--- src/rtl/nco_voice_bank_if.sv ---
// Bus bundle for nco_voice_bank: sweep trigger, per-voice config and the
// registered per-voice address stream.
interface nco_voice_bank_if #(
  parameter int unsigned ACC_WIDTH  = 32,
  parameter int unsigned ADDR_WIDTH = 8,
  parameter int unsigned NUM_VOICES = 4
);
  localparam int unsigned VOICE_BITS = (NUM_VOICES > 1) ? $clog2(NUM_VOICES) : 1;

  logic                  sample_tick;
  logic                  cfg_we;
  logic [VOICE_BITS-1:0] cfg_voice;
  logic [ACC_WIDTH-1:0]  cfg_inc;
  logic                  cfg_sync;
  logic [ADDR_WIDTH-1:0] addr;
  logic [VOICE_BITS-1:0] voice_id;
  logic                  valid;
  logic                  wrap;
  logic                  busy;
  logic                  tick_overrun;

  // Controller side: issues ticks and config, consumes the address stream.
  modport master (
    output sample_tick, cfg_we, cfg_voice, cfg_inc, cfg_sync,
    input  addr, voice_id, valid, wrap, busy, tick_overrun
  );

  // NCO bank side.
  modport slave (
    input  sample_tick, cfg_we, cfg_voice, cfg_inc, cfg_sync,
    output addr, voice_id, valid, wrap, busy, tick_overrun
  );
endinterface

--- src/rtl/nco_voice_bank.sv ---
// Time-multiplexed NCO bank: one phase accumulator and one increment per
// voice, swept one voice per clock on each sample tick.
module nco_voice_bank #(
  parameter int unsigned ACC_WIDTH  = 32,
  parameter int unsigned ADDR_WIDTH = 8,
  parameter int unsigned NUM_VOICES = 4
) (
  input logic             clk,
  input logic             reset,
  nco_voice_bank_if.slave bus
);
  localparam int unsigned VOICE_BITS = (NUM_VOICES > 1) ? $clog2(NUM_VOICES) : 1;
  localparam logic [VOICE_BITS:0]   NumVoices = (VOICE_BITS + 1)'(NUM_VOICES);
  localparam logic [VOICE_BITS-1:0] LastIdx   = VOICE_BITS'(NUM_VOICES - 1);

  typedef enum logic [0:0] {StIdle, StRun} state_e;

  state_e                state_q;
  logic [VOICE_BITS-1:0] idx_q;
  logic [ACC_WIDTH-1:0]  phase_q [NUM_VOICES];
  logic [ACC_WIDTH-1:0]  inc_q   [NUM_VOICES];

  logic                  valid_q;
  logic                  busy_q;
  logic                  wrap_q;
  logic                  overrun_q;
  logic [ADDR_WIDTH-1:0] addr_q;
  logic [VOICE_BITS-1:0] voice_id_q;

  logic                  start;
  logic                  proc_en;
  logic                  busy_now;
  logic [VOICE_BITS-1:0] proc_idx;
  logic [ACC_WIDTH:0]    sum;
  logic                  cfg_ok;
  logic                  sync_hit;

  // Decode which voice is processed at this edge and its accumulator sum.
  always_comb begin
    busy_now = (state_q == StRun) || valid_q;
    // The last valid cycle is still busy, so a tick there is dropped.
    start    = bus.sample_tick && (state_q == StIdle) && !valid_q;
    proc_en  = start || (state_q == StRun);
    proc_idx = (state_q == StRun) ? idx_q : '0;
    sum      = {1'b0, phase_q[proc_idx]} + {1'b0, inc_q[proc_idx]};
    cfg_ok   = bus.cfg_we && ({1'b0, bus.cfg_voice} < NumVoices);
    sync_hit = cfg_ok && bus.cfg_sync && proc_en && (bus.cfg_voice == proc_idx);
  end

  // Sweep FSM, per-voice storage and registered outputs.
  always_ff @(posedge clk or posedge reset) begin
    if (reset) begin
      state_q    <= StIdle;
      idx_q      <= '0;
      valid_q    <= 1'b0;
      busy_q     <= 1'b0;
      wrap_q     <= 1'b0;
      overrun_q  <= 1'b0;
      addr_q     <= '0;
      voice_id_q <= '0;
      for (int v = 0; v < int'(NUM_VOICES); v++) begin
        phase_q[v] <= '0;
        inc_q[v]   <= '0;
      end
    end else begin
      valid_q   <= proc_en;
      // busy mirrors the valid window exactly: RUN is always inside it.
      busy_q    <= proc_en;
      overrun_q <= bus.sample_tick && busy_now;
      wrap_q    <= proc_en && sum[ACC_WIDTH] && !sync_hit;
      if (proc_en) begin
        voice_id_q <= proc_idx;
        addr_q     <= sync_hit ? '0 : sum[ACC_WIDTH-1 -: ADDR_WIDTH];
      end

      unique case (state_q)
        StIdle: begin
          if (start && (NUM_VOICES > 1)) begin
            state_q <= StRun;
            idx_q   <= VOICE_BITS'(1);
          end
        end
        StRun: begin
          if (idx_q == LastIdx) begin
            state_q <= StIdle;
            idx_q   <= '0;
          end else begin
            idx_q <= idx_q + 1'b1;
          end
        end
        default: begin
          state_q <= StIdle;
          idx_q   <= '0;
        end
      endcase

      // Accumulator update first; a same-edge sync overrides it. The update
      // reads inc_q, so a colliding increment write lands next sweep.
      for (int v = 0; v < int'(NUM_VOICES); v++) begin
        if (proc_en && (proc_idx == VOICE_BITS'(v))) begin
          phase_q[v] <= sum[ACC_WIDTH-1:0];
        end
        if (cfg_ok && (bus.cfg_voice == VOICE_BITS'(v))) begin
          inc_q[v] <= bus.cfg_inc;
          if (bus.cfg_sync) begin
            phase_q[v] <= '0;
          end
        end
      end
    end
  end

  assign bus.addr         = addr_q;
  assign bus.voice_id     = voice_id_q;
  assign bus.valid        = valid_q;
  assign bus.wrap         = wrap_q;
  assign bus.busy         = busy_q;
  assign bus.tick_overrun = overrun_q;
endmodule
--- src/flat_wrapper.sv ---
// flat-port wrapper written by rule: the top's interface ports become plain ports
module nco_voice_bank_flat 
#(
  parameter int unsigned ACC_WIDTH  = 32,
  parameter int unsigned ADDR_WIDTH = 8,
  parameter int unsigned NUM_VOICES = 4
)
  (clk, reset, bus_sample_tick, bus_cfg_we, bus_cfg_voice, bus_cfg_inc, bus_cfg_sync, bus_addr, bus_voice_id, bus_valid, bus_wrap, bus_busy, bus_tick_overrun);
  nco_voice_bank_if #(.ACC_WIDTH(ACC_WIDTH), .ADDR_WIDTH(ADDR_WIDTH), .NUM_VOICES(NUM_VOICES)) bus_i ();
  input logic clk;
  input logic reset;
  input wire logic [$bits(bus_i.sample_tick)-1:0] bus_sample_tick;
  input wire logic [$bits(bus_i.cfg_we)-1:0] bus_cfg_we;
  input wire logic [$bits(bus_i.cfg_voice)-1:0] bus_cfg_voice;
  input wire logic [$bits(bus_i.cfg_inc)-1:0] bus_cfg_inc;
  input wire logic [$bits(bus_i.cfg_sync)-1:0] bus_cfg_sync;
  output wire logic [$bits(bus_i.addr)-1:0] bus_addr;
  output wire logic [$bits(bus_i.voice_id)-1:0] bus_voice_id;
  output wire logic [$bits(bus_i.valid)-1:0] bus_valid;
  output wire logic [$bits(bus_i.wrap)-1:0] bus_wrap;
  output wire logic [$bits(bus_i.busy)-1:0] bus_busy;
  output wire logic [$bits(bus_i.tick_overrun)-1:0] bus_tick_overrun;
  assign bus_i.sample_tick = bus_sample_tick;
  assign bus_i.cfg_we = bus_cfg_we;
  assign bus_i.cfg_voice = bus_cfg_voice;
  assign bus_i.cfg_inc = bus_cfg_inc;
  assign bus_i.cfg_sync = bus_cfg_sync;
  assign bus_addr = bus_i.addr;
  assign bus_voice_id = bus_i.voice_id;
  assign bus_valid = bus_i.valid;
  assign bus_wrap = bus_i.wrap;
  assign bus_busy = bus_i.busy;
  assign bus_tick_overrun = bus_i.tick_overrun;
  nco_voice_bank #(.ACC_WIDTH(ACC_WIDTH), .ADDR_WIDTH(ADDR_WIDTH), .NUM_VOICES(NUM_VOICES)) u_core (.clk(clk), .reset(reset), .bus(bus_i));
endmodule
--- config.mk ---
export PLATFORM = sky130hd
export DESIGN_NAME = nco_voice_bank_flat
export DESIGN_NICKNAME = d
export VERILOG_FILES = /design/src/rtl/nco_voice_bank_if.sv /design/src/rtl/nco_voice_bank.sv /design/src/flat_wrapper.sv
export SDC_FILE = /design/constraint.sdc
export NUM_CORES = 1
export LEC_CHECK = 0
export ABC_CLOCK_PERIOD_IN_PS = 17100
export CAP_MARGIN = 5
export CORE_UTILIZATION = 54
export CTS_CLUSTER_DIAMETER = 100
export DETAILED_ROUTE_END_ITERATION = 10
export PLACE_DENSITY_LB_ADDON = 0.15
export SLEW_MARGIN = 20
export SYNTH_ARGS = -nofsm -noshare
export SYNTH_HDL_FRONTEND = slang
export SYNTH_SLANG_ARGS = --single-unit
--- constraint.sdc ---
create_clock -name clk -period 17.1 [get_ports clk]
set_clock_uncertainty 0.2 [all_clocks]
set_input_delay 1.71 -clock clk [delete_from_list [all_inputs] [get_ports clk]]
set_output_delay 1.71 -clock clk [all_outputs]
set_load 0.01 [all_outputs]
==> results summary <==
The run finished with clean final reports. The synthesized design devotes to its leading area cell type 50.5% of total area. The detailed-placement wirelength estimate is 21.3 mm. The post-detailed-route wirelength per cell came out at 20.1 microns.

Following the worst setup path forward leads to its endpoint at u_core.phase_q[123]$_DFF_PP0_. The xor and xnor fraction of the mapped netlist area is 1.88%. The congestion estimate from routability-driven global placement came to 0.889. Global routing used 27.8% of the available tracks across all layers. The path class of the tightest hold or removal check is reg2reg. The final net count came out at 1450. The initial antenna violation count came out at 0. Dividing the final minimum period by the clock period gives 29.3%. The number of buffers inserted by post-CTS setup repair came out at 0. The row count is 57. The count of pins over their slew limit came to 0. Synthesis instantiated 65 different standard cells from the library.

The beginning of the worst register-to-register path is u_core.state_q$_DFF_PP0_. After detailed routing, the number of remaining DRC violations is 0. The leftover overflow at the end of global routing came out at 0. The worst-case headroom to the max-slew limit came out at 32.9%. The number of clock buffers inserted by TritonCTS came out at 30. The H-tree depth is 1. The fraction of registers with async set/reset is 100%.

Setup repair after global routing left no endpoint under its margin. dfrtp_1 takes more of the synthesized area than any other cell. By area the synthesized netlist is led by dfrtp_1 (51%), mux2_2 (11%), nand2_1 (6.5%), o22ai_1 (6.5%), a21oi_1 (4.6%). Clock tree synthesis selected as its root buffer the cell clkbuf_16.

The layout filler cell count is 2025. The first global-routing pass estimated 56.9 mm of wire. The post-synthesis to final-layout area growth is 13.7%. After layout, the minimum clock period comes to 5000 ps.

The number of max-cap violations came out at 0. In this run the mean area of a mapped cell was 9.84 sq um. The ratio of routed vias to standard cells is 6.18. In this run the worst setup path begins at u_core.state_q$_DFF_PP0_.

The netlist area before placement came out at 13500 sq um. The adder-cell share of the synthesized area came out at 3.21%. The number of synthesized flops with an enable pin is 0. The portion of synthesized area spent on multiplexers is 11.1%.

The y dimension of the die is 160 microns. 53 I/O pins were placed. The flip-flop and latch count after synthesis came out at 272. Derived from the worst setup path, the maximum achievable clock frequency is 200 MHz. Summing the areas of all compound-gate instances in the mapped netlist gives 17.6% of the synthesized area. Once the floorplan was initialized, standard cells occupied 55.3% of the core. The later-pin clock latency in the skew report is 560 ps.

By area, the combinational part of the netlist is dominated by compound AO/OA/AOI/OAI gates. Entering global routing, the biggest net connects 119 pins. The worst setup path is captured at a flip-flop. The multi-input combinational cells in the finished layout cover a total of 6310 sq um. The core region is 24400 sq um. The number of resized instances in the post-cts repair step is 0.

The worst register-to-register path ends at u_core.phase_q[123]$_DFF_PP0_. The fraction of final layout cells sized beyond drive strength 1 is 16.2%. Leaving out fill and tap cells, the most frequent cell in the layout is dfrtp_1. The post-detailed-route count of antenna-violating nets is 0. In this run, the number of DRC markers left after iteration 0 of detailed routing was 932. 0 antenna diodes ended up in the layout. The number of warnings printed during yosys synthesis is 0. The register area came out at 6810 sq um. The via count of the first global-routing pass came out at 10567. The number of search-and-repair iterations in the first detailed-routing pass is 5. The register area share after synthesis came out at 50.5%. The post-route cell area is 15300 sq um.

STA puts the critical path data arrival time at 5220 ps. Synthesis produced a netlist whose cell count is 1369. The floorplan step defined a die boundary enclosing 25600 sq um. The final sum of negative setup slack came out at 0 ps. Hold repair after CTS inserted 0 buffers.

The final route contains 10640 vias. The most used flip-flop cell after synthesis is dfrtp_1. The die outline width is 160 microns. The clock net in this run drives a total of 272 sinks.

The number of port buffers is 52. The area of placed instances is 14200 sq um. TritonCTS built the clock tree.

The worst setup path is launched from a flip-flop. Setup violations remaining at the end of the flow were counted as 0. Of the total synthesized cell area, the portion taken by AND, OR, NAND and NOR gates is 12.7%. The number of hold-slack violations in the final timing report came to 0. The post-synthesis net count came out at 1442. The number of cells traversed by the worst register-to-register path came out at 13. Across all register-to-register paths, the minimum setup slack is 12100 ps. The kind of critical path is reg2reg. The critical path data required time is 17320 ps. The clock passes through at most 3 buffers. The top cell types in the final layout, fill and taps aside, are dfrtp_1 (272), nand2_1 (234), o22ai_1 (139).

After detailed routing, the total wire length is 34.7 mm. Clock-pin slew was measured on the worst setup and hold paths at 60 ps. The maximum fanout along the worst path came out at 50. At the pin with the least slew margin, the transition time is 1000 ps.
-- registers in the layout, indices dropped and copies added (netlist names) --
name / count
u_core.bus.wrap: 1
u_core.bus.valid: 1
u_core.bus.tick_overrun: 1
u_core.bus.addr: 8
u_core.bus.voice_id: 2
u_core.phase_q: 128
u_core.idx_q: 2
u_core.inc_q: 128
u_core.state_q: 1
-- worst max-delay path, stage by stage (launching register included) --
cell      delay [ps]
dfrtp_1          520
nand2_1          240
or2_4            550
buf_4            590
o22ai_1          140
nor2_1           310
ha_1             380
a21oi_1          220
o21ai_0          200
a211oi_1         310
o21ai_0          140
a21oi_1          470
xor2_1           410
o21ai_0          170
-- logic make-up after synthesis --
| family | Yosys count |
|---|---|
| xor+xnor | 29 |
| simple gates | 410 |
| fa+ha+maj | 34 |
| compound gates | 386 |
| mux | 133 |
| flops | 272 |
| buf+inv | 105 |
-- metal layers --
layer	track usage, %	vias up	wire length, microns
met3	3.38	52	2120
met1	40.5	5293	15700
met5	0	-	0
met4	6.84	0	571
li1	-	4939	-
met2	44.5	356	16300
-- cells in the mapped netlist (16+ instances only) --
library cell and number:
a21oi_1 123, nand3_1 17, o22ai_1 139, clkbuf_1 83, nor2_1 101, xnor2_1 16
o21ai_0 40, nand2_1 234, a211oi_1 16, mux2_2 128, dfrtp_1 272, ha_1 33
-- how the worst min path moves through the flow --
stage	start	end	cells past startpoint
after global placement	u_core.bus.voice_id[0]$_DFFE_PP0N_	u_core.bus.voice_id[0]$_DFFE_PP0N_	2
after floorplan	u_core.phase_q[103]$_DFF_PP0_	u_core.phase_q[103]$_DFF_PP0_	2
after detailed placement	u_core.bus.voice_id[1]$_DFFE_PP0N_	u_core.bus.voice_id[1]$_DFFE_PP0N_	2
after CTS	u_core.bus.voice_id[1]$_DFFE_PP0N_	u_core.bus.voice_id[1]$_DFFE_PP0N_	2
after global routing	u_core.bus.voice_id[1]$_DFFE_PP0N_	u_core.bus.voice_id[1]$_DFFE_PP0N_	2
final	u_core.bus.voice_id[1]$_DFFE_PP0N_	u_core.bus.voice_id[1]$_DFFE_PP0N_	2
-- stage by stage --
step | hold slack, ps | setup slack [ps] | std cells | util, %
floorplan | 250 | 7690 | 1369 | -
global placement | 262 | 11890 | 1668 | 58.3
detailed placement | 271 | 11830 | 1668 | 58.3
CTS | 286 | 12160 | 1722 | 62.7
global route | 314 | 11680 | 1723 | 62.8
finish | 283 | 12100 | 1723 | 62.8
-- cell type report --
class	instances	area share [%]
flip-flops and latches	272	44.4
multi-input cells	992	41.2
clock buffers	41	5.76
repair buffers	71	4.46
well taps	324	2.64
clock inverters	13	1.28
inverters	10	0.294
Power is not shown: default switching activity piles up to over one toggle a cycle in this logic, so the estimate is an artifact.
